[src/rtl/fc_port_fsm_pkg.sv]
// Shared types and primitive constants for the Fibre Channel port state machine.
package fc_port_fsm_pkg;

    // Ordered-set lead byte: K28.5 in [31:24], remaining bytes data.
    localparam logic [3:0] K_LEAD = 4'b1000;

    localparam logic [31:0] NOS  = 32'hBC55BF45;
    localparam logic [31:0] OLS  = 32'hBC358A55;
    localparam logic [31:0] LR   = 32'hBC49BF49;
    localparam logic [31:0] LRR  = 32'hBC35BF49;
    localparam logic [31:0] IDLE = 32'hBC95B5B5;

    typedef enum logic [3:0] {
        OL1 = 4'd0,
        OL2 = 4'd1,
        LR1 = 4'd2,
        LR2 = 4'd3,
        LR3 = 4'd4,
        LF1 = 4'd5,
        LF2 = 4'd6,
        AC  = 4'd7
    } port_state_t;

    typedef enum logic [2:0] {
        SEQ_NONE = 3'd0,
        SEQ_NOS  = 3'd1,
        SEQ_OLS  = 3'd2,
        SEQ_LR   = 3'd3,
        SEQ_LRR  = 3'd4,
        SEQ_IDLE = 3'd5
    } seq_t;

    function automatic logic [35:0] os_word(input logic [31:0] prim);
        return {K_LEAD, prim};
    endfunction

    // Maps a 36-bit word to the ordered set it carries, or SEQ_NONE.
    function automatic seq_t classify(input logic [35:0] w);
        seq_t s;
        s = SEQ_NONE;
        if (w[35:32] == K_LEAD) begin
            case (w[31:0])
                NOS:     s = SEQ_NOS;
                OLS:     s = SEQ_OLS;
                LR:      s = SEQ_LR;
                LRR:     s = SEQ_LRR;
                IDLE:    s = SEQ_IDLE;
                default: s = SEQ_NONE;
            endcase
        end
        return s;
    endfunction

endpackage

[src/rtl/fc_port_fsm_seq_detect.sv]
// Primitive-sequence detector: reports an ordered set once it has been seen
// SEQ_RECOG_COUNT times in a row, and keeps reporting it until the run breaks.
module fc_seq_detect
    import fc_port_fsm_pkg::*;
#(
    parameter int SEQ_RECOG_COUNT = 3
) (
    input  logic        clk_i,
    input  logic        reset_i,
    input  logic [35:0] rx_data_i,
    input  logic        rx_valid_i,
    input  logic        aligned_i,
    output seq_t        rx_seq_o
);

    localparam int CW = $clog2(SEQ_RECOG_COUNT + 1);
    localparam logic [CW-1:0] CNT_MAX = CW'(SEQ_RECOG_COUNT);

    logic [CW-1:0] count_q;
    seq_t          last_q;
    seq_t          cls;

    assign cls = classify(rx_data_i);

    // Run-length of identical ordered sets; idle cycles while aligned hold the run.
    always_ff @(posedge clk_i or posedge reset_i) begin
        if (reset_i) begin
            count_q <= '0;
            last_q  <= SEQ_NONE;
        end else if (rx_valid_i) begin
            if (cls == SEQ_NONE) begin
                count_q <= '0;
                last_q  <= SEQ_NONE;
            end else if (cls == last_q && count_q != '0) begin
                if (count_q != CNT_MAX) count_q <= count_q + CW'(1);
            end else begin
                count_q <= CW'(1);
                last_q  <= cls;
            end
        end else if (!aligned_i) begin
            count_q <= '0;
            last_q  <= SEQ_NONE;
        end
    end

    assign rx_seq_o = (count_q == CNT_MAX) ? last_q : SEQ_NONE;

endmodule

[src/rtl/fc_port_fsm.sv]
// Fibre Channel port state machine: sequences Offline / Link Recovery /
// Link Failure / Active from received primitive sequences and selects the
// word sent to the transceiver each cycle.
module fc_port_fsm
    import fc_port_fsm_pkg::*;
#(
    parameter int R_T_TOV_CYCLES   = 21250000,
    parameter int SYNC_LOSS_CYCLES = 64,
    parameter int SEQ_RECOG_COUNT  = 3
) (
    input  logic        clk_i,
    input  logic        reset_i,
    input  logic [35:0] rx_data_i,
    input  logic        rx_valid_i,
    input  logic        aligned_i,
    input  logic [35:0] src_data_i,
    input  logic        src_valid_i,
    output logic        src_ready_o,
    output logic [35:0] tx_data_o,
    output logic        tx_valid_o,
    input  logic        tx_ready_i,
    input  logic        link_reset_req_i,
    input  logic        offline_req_i,
    output logic [3:0]  state_o,
    output logic        link_up_o,
    output logic [15:0] lr_count_o
);

    localparam int SW = $clog2(SYNC_LOSS_CYCLES + 1);
    localparam logic [SW-1:0] SYNC_MAX = SW'(SYNC_LOSS_CYCLES);
    localparam logic [31:0]   TOV_LAST = 32'(R_T_TOV_CYCLES - 1);

    port_state_t   state_q, state_d;
    seq_t          rx_seq;
    logic [31:0]   timer_q;
    logic [SW-1:0] sync_cnt_q;
    logic          sync_lost;
    logic          timeout;
    logic          timer_run;
    logic [35:0]   tx_word;
    logic [35:0]   tx_data_q;
    logic          tx_valid_q;
    logic          link_up_q;
    logic [15:0]   lr_count_q;

    fc_seq_detect #(.SEQ_RECOG_COUNT(SEQ_RECOG_COUNT)) u_seq_detect (
        .clk_i      (clk_i),
        .reset_i    (reset_i),
        .rx_data_i  (rx_data_i),
        .rx_valid_i (rx_valid_i),
        .aligned_i  (aligned_i),
        .rx_seq_o   (rx_seq)
    );

    assign sync_lost = (sync_cnt_q >= SYNC_MAX);
    assign timeout   = (timer_q == TOV_LAST);
    assign timer_run = (state_q == LR1) || (state_q == LR2) ||
                       (state_q == LR3) || (state_q == OL2);

    // Next-state selection; the order of tests inside each state is the priority.
    always_comb begin
        state_d = state_q;
        if (offline_req_i) begin
            state_d = OL1;
        end else begin
            case (state_q)
                OL1: begin
                    if      (rx_seq == SEQ_OLS) state_d = OL2;
                    else if (rx_seq == SEQ_LR)  state_d = LR2;
                    else if (rx_seq == SEQ_NOS) state_d = LF1;
                end
                OL2, LR1: begin
                    if      (rx_seq == SEQ_LRR) state_d = LR3;
                    else if (rx_seq == SEQ_LR)  state_d = LR2;
                    else if (sync_lost)         state_d = LF1;
                    else if (timeout)           state_d = LF2;
                end
                LR2: begin
                    if      (rx_seq == SEQ_IDLE) state_d = AC;
                    else if (rx_seq == SEQ_LRR)  state_d = LR3;
                    else if (rx_seq == SEQ_NOS)  state_d = LF1;
                    else if (sync_lost)          state_d = LF1;
                    else if (timeout)            state_d = LF2;
                end
                LR3: begin
                    if      (rx_seq == SEQ_IDLE) state_d = AC;
                    else if (rx_seq == SEQ_LR)   state_d = LR2;
                    else if (sync_lost)          state_d = LF1;
                    else if (timeout)            state_d = LF2;
                end
                AC: begin
                    if (sync_lost || rx_seq == SEQ_NOS) state_d = LF1;
                    else if (rx_seq == SEQ_OLS)         state_d = OL2;
                    else if (rx_seq == SEQ_LR)          state_d = LR2;
                    else if (link_reset_req_i)          state_d = LR1;
                end
                LF1, LF2: begin
                    if      (rx_seq == SEQ_OLS) state_d = OL2;
                    else if (rx_seq == SEQ_LR)  state_d = LR2;
                end
                default: state_d = OL1;
            endcase
        end
    end

    // Word for the current state; in AC the upstream stream passes through.
    always_comb begin
        tx_word = os_word(OLS);
        case (state_q)
            OL1:     tx_word = os_word(OLS);
            OL2:     tx_word = os_word(LR);
            LR1:     tx_word = os_word(LR);
            LR2:     tx_word = os_word(LRR);
            LR3:     tx_word = os_word(IDLE);
            LF1:     tx_word = os_word(OLS);
            LF2:     tx_word = os_word(NOS);
            AC:      tx_word = src_valid_i ? src_data_i : os_word(IDLE);
            default: tx_word = os_word(OLS);
        endcase
    end

    // State register and registered outputs.
    always_ff @(posedge clk_i or posedge reset_i) begin
        if (reset_i) begin
            state_q    <= OL1;
            tx_data_q  <= os_word(OLS);
            tx_valid_q <= 1'b0;
            link_up_q  <= 1'b0;
            lr_count_q <= '0;
        end else begin
            state_q    <= state_d;
            tx_valid_q <= 1'b1;
            link_up_q  <= (state_d == AC);
            if (tx_ready_i) tx_data_q <= tx_word;
            if (state_d != state_q && (state_d == LR1 || state_d == LR2) &&
                lr_count_q != 16'hFFFF)
                lr_count_q <= lr_count_q + 16'd1;
        end
    end

    // R_T_TOV timer: restarts on every state change, advances only in recovery/OL2.
    always_ff @(posedge clk_i or posedge reset_i) begin
        if (reset_i)                 timer_q <= '0;
        else if (state_d != state_q) timer_q <= '0;
        else if (timer_run && !timeout) timer_q <= timer_q + 32'd1;
    end

    // Consecutive cycles without word alignment, saturating at the loss threshold.
    always_ff @(posedge clk_i or posedge reset_i) begin
        if (reset_i)             sync_cnt_q <= '0;
        else if (aligned_i)      sync_cnt_q <= '0;
        else if (!sync_lost)     sync_cnt_q <= sync_cnt_q + SW'(1);
    end

    assign src_ready_o = (state_q == AC) && tx_ready_i;
    assign tx_data_o   = tx_data_q;
    assign tx_valid_o  = tx_valid_q;
    assign state_o     = state_q;
    assign link_up_o   = link_up_q;
    assign lr_count_o  = lr_count_q;

endmodule

[config.mk]
export PLATFORM = sky130hd
export DESIGN_NAME = fc_port_fsm
export DESIGN_NICKNAME = d
export VERILOG_FILES = /design/src/rtl/fc_port_fsm_pkg.sv /design/src/rtl/fc_port_fsm_seq_detect.sv /design/src/rtl/fc_port_fsm.sv
export SDC_FILE = /design/constraint.sdc
export NUM_CORES = 1
export LEC_CHECK = 0
export ABC_AREA = 1
export CAP_MARGIN = 20
export CORE_MARGIN = 8
export CORE_UTILIZATION = 30
export DETAILED_ROUTE_END_ITERATION = 8
export PLACE_DENSITY = 0.57
export SYNTH_ARGS = -nofsm -noshare
export SYNTH_HDL_FRONTEND = slang
export SYNTH_HIERARCHICAL = 1
export SYNTH_SLANG_ARGS = --single-unit
[constraint.sdc]
create_clock -name clk_i -period 3.74 [get_ports clk_i]
set_input_delay 0.748 -clock clk_i [delete_from_list [all_inputs] [get_ports clk_i]]
set_output_delay 0.748 -clock clk_i [all_outputs]
set_load 0.02 [all_outputs]
==> metrics.md <==
| Metric | Value |
|---|---|
| Prevailing post-synth register cell | `sky130_fd_sc_hd__dfrtp_1` |
| Port Buf Inserts | `138` |
| Synth Warn # | `6` |
| Ys async rst share | `100%` |
| Met3 demand-to-capacity share in global routing | `4.12%` |
| Layout Area Growth over Synthesis | `31.9%` |
| Cells resized by post-CTS repair | `0` |
| Crit path time final | `3.20 ns` |
| Sink count of the clock tree | `102` |
| Number of optimization iterations in the first detailed-route pass | `5` |
| Number of buffers on the longest clock path | `2` |
| Worst-path clk slew | `0.08 ns` |
| Post-CTS setup buffer count | `0` |
| Setup_tns | `0 ns` |
| Die Outline Area | `0.0259 mm2` |
| Synth Register Bits | `102` |
| Power share of the clock group | `43.5%` |
| Final-stage net count | `1,126` |
| Max H-tree Level | `3` |
| Count of unresolved DRC violations after routing | `0` |
| Vias per cell | `4.45` |
| Total overflow reported by the global router | `0` |
| Net Sw Frac | `23.8%` |
| Register share of total power | `48.2%` |
| Setup-failing EPs final | `0` |
| Number of nets produced by synthesis | `988` |
| Vias in the first global route | `5,632` |
| Most Crowded Layer GR | `met2` |
| CTS Hold Buffers Added | `0` |
| Max-slew headroom at the worst pin | `59.1%` |
| CP Data Arrival Time | `2.45 ns` |
| Core Rows | `53` |
| Clock tree root buffer cell | `sky130_fd_sc_hd__clkbuf_16` |
| Worst setup skew after layout | `0.00612 ns` |
| Wire length of the first global-routing pass | `28.1 mm` |
| Total wire length after detailed routing | `17.0 mm` |
| Via count | `5,869` |
| Maximum VDD drop | `198 uV` |
| Count of pins over their slew limit | `0` |
| Cells traversed along the worst timing path | `nand2_1 > inv_2 > nand2_1 > nor2_1 > clkdlybuf4s50_1` |
| CP Max Fanout | `9` |
| Proportion of layout cells with a drive suffix above 1 | `9.00%` |
| DRC violation total after the first TritonRoute iteration | `376` |
| Die X | `161 um` |
| Routed length per instance | `12.9 um` |
| Gate count of the mapped netlist | `902` |
| CTS tree | `built` |
| Achievable Freq | `0.312 GHz` |
| Proportion of synthesized chip area in sequential cells | `40.8%` |
| Distinct cell type count of the synthesized netlist | `45` |
| P_sw | `0.000548 W` |
| CORE AREA | `0.0208 mm2` |
| Kind of launch point of the worst setup path | `register` |
| Number of clock buffers inserted by TritonCTS | `9` |
| Largest stage delay on the critical path | `0.70 ns` |
| HPWL Detailed | `13.0 mm` |
| Most frequent CP cell | `sky130_fd_sc_hd__nand2_1` |
| Maximum number of pins on one net before global-route repair | `71` |
| Antenna fix cells | `0` |
| CP delay by family, top | `buffers and inverters` |
| Placement-stage cell area | `0.00800 mm2` |
| Layout filler cell count | `2,207` |
| Number of antenna violations at the first check in global routing | `0` |
| Kind of end point of the critical path | `primary output` |
| Final cell area excluding filler cells | `0.00831 mm2` |
| Remaining antenna violation count | `0` |
| Slew @ Worst Pin | `0.608 ns` |
| Most frequent cell after synthesis | `sky130_fd_sc_hd__nand2_1` |
| Starting utilization of the core area | `30.3%` |
| Number of enable-type register cells in the synthesized netlist | `0` |
| Final clock period utilization by the worst path | `85.6%` |
| Classification of the worst setup path | `register to primary output` |
| Total power density per cell area | `277 mW/mm2` |
| Number of buffer and inverter instances along the worst setup path | `2` |
| RSZ-0062 raised after global routing | `false` |
| GP Congestion | `0.817` |
| Mean instance size in the synthesized netlist | `6.99 um2` |
| Fraction of power consumed by combinational cells | `8.3%` |
| Outcome | `complete, no violations` |
| Number of hold violations in the final report | `0` |
| Total routing resource utilization after global routing | `13.2%` |
| Pleak | `3.74 nW` |
| Mapped Area | `0.00630 mm2` |
| GR Layer Usage met1 | `17.5%` |
| Slowest library cell on the worst path | `sky130_fd_sc_hd__clkdlybuf4s50_1` |
| Leading post-synthesis cells by cell area | `sky130_fd_sc_hd__dfrtp_1 (34%), sky130_fd_sc_hd__nand2_1 (15%), sky130_fd_sc_hd__inv_1 (7.9%)` |
| Cell type with the largest total area after synthesis | `sky130_fd_sc_hd__dfrtp_1` |
| Critical Path RT | `2.99 ns` |
| Chip Height | `161 um` |
| Portion of synthesized cell area occupied by the leading cell type | `33.8%` |
| Total internal power | `0.00175 W` |
| Worst Hold Class | `register to register` |
| Top-Level Pins | `139` |
| Cell types with the highest counts after synthesis | `sky130_fd_sc_hd__nand2_1 (257), sky130_fd_sc_hd__inv_1 (133), sky130_fd_sc_hd__nor2_1 (118), sky130_fd_sc_hd__dfrtp_1 (85), sky130_fd_sc_hd__nand3_1 (71)` |
| Clk Latency, worst-skew pair | `0.35 ns` |
| GR met2 Demand/Resource | `20.9%` |
| # Max-Cap Violations | `0` |
-- kinds of logic after synthesis --
| group | share of synthesized area (%) |
|---|---|
| compound gates | 6.85 |
| other cells | 0.119 |
| buf+inv | 10.3 |
| flops | 40.8 |
| xor+xnor | 3.20 |
| fa+ha+maj | 1.19 |
| simple gates | 37.5 |
-- power by group through the flow --
stage / Clock (W) / Combinational, W / Sequential [W]
6_report: 0.00100 / 0.000191 / 0.00111
5_1_grt: 0.00108 / 0.000212 / 0.00111
4_1_cts: 0.00104 / 0.000194 / 0.00111
3_5_place_dp: 0 / 0.000194 / 0.00113
3_3_place_gp: 0 / 0.000194 / 0.00113
2_1_floorplan: 0 / 0.0000775 / 0.00113
-- path summary, 6_finish.rpt --
path	start	endpoint	slack [ns]	cells after the start
max reg2reg	u_seq_detect/count_q[0]$_DFFE_PP0P_	timer_q[2]$_DFFE_PP0P_	0.92	18
max in group asynchronous	reset_i	tx_data_o[4]$_DFFE_PP1P_	2.12	3
min in group asynchronous	reset_i	u_seq_detect/last_q[1]$_DFFE_PP0P_	0.78	2
min	tx_data_o[34]$_DFFE_PP0P_	tx_data_o[34]$_DFFE_PP0P_	0.48	2
min reg2reg	tx_data_o[34]$_DFFE_PP0P_	tx_data_o[34]$_DFFE_PP0P_	0.48	2
max	state_o[0]$_DFF_PP0_	src_ready_o	0.54	5
-- metrics by stage --
stage / power [W] / hold WS [ns] / setup slack (ns) / instances / utilization [%]
6_report: 0.00230 / 0.482 / 0.537 / 1320 / 39.9
5_1_grt: 0.00240 / 0.500 / 0.367 / 1320 / 39.9
4_1_cts: 0.00234 / 0.487 / 0.527 / 1320 / 39.9
3_5_place_dp: 0.00132 / 0.466 / 0.603 / 1304 / 38.4
3_3_place_gp: 0.00132 / 0.463 / 0.626 / 1304 / 38.4
2_1_floorplan: 0.00121 / 0.476 / 0.486 / 902 / -
-- cells in the final DEF (no fill, tap or decap), types with 3 or more instances in the layout --
cell	n
sky130_fd_sc_hd__dfstp_2	17
sky130_fd_sc_hd__nor3_1	28
sky130_fd_sc_hd__nor2_4	6
sky130_fd_sc_hd__dfrtp_1	85
sky130_fd_sc_hd__nor3_2	7
sky130_fd_sc_hd__a21oi_1	19
sky130_fd_sc_hd__inv_2	8
sky130_fd_sc_hd__a21o_1	3
sky130_fd_sc_hd__nand2_2	14
sky130_fd_sc_hd__nor4_1	5
sky130_fd_sc_hd__clkdlybuf4s50_1	138
sky130_fd_sc_hd__nand2_1	257
sky130_fd_sc_hd__buf_4	5
sky130_fd_sc_hd__inv_1	132
sky130_fd_sc_hd__xor2_1	22
sky130_fd_sc_hd__nor2_1	118
sky130_fd_sc_hd__nor2_2	10
sky130_fd_sc_hd__clkbuf_16	9
sky130_fd_sc_hd__o21ai_0	38
sky130_fd_sc_hd__nand4_1	8
sky130_fd_sc_hd__ha_1	6
sky130_fd_sc_hd__nand3_1	71
-- per-layer routing --
metal / up-vias / wire length, um
met1: 2663 / 8260
met5: - / 0
met3: 8 / 898
met2: 111 / 7720
met4: 0 / 99
li1: 3087 / -
-- sequential cells by signal, indices dropped and copies added, names as in the netlist --
name and flops:
tx_data_o 36, u_seq_detect/count_q 2, timer_q 32, state_o 4
u_seq_detect/last_q 3, link_up_o 1, tx_valid_o 1, sync_cnt_q 7
lr_count_o 16
-- worst min-delay path, delay by kind of cell (launching register included) --
family | cells | cell delay (ns)
DFF | 1 | 0.35
and+or+nand+nor | 2 | 0.10
-- area by class of cell --
class	count	area, um2	share of cell area [%]
clock buffer	10	239	2.88
clock inverter	6	77.6	0.933
inverter	143	539	6.49
multi-input combinational	639	3080	37.0
sequential	102	2570	31.0
tap	275	344	4.14
timing repair buffer	145	1460	17.6
Power figures use the tool's default switching activity.
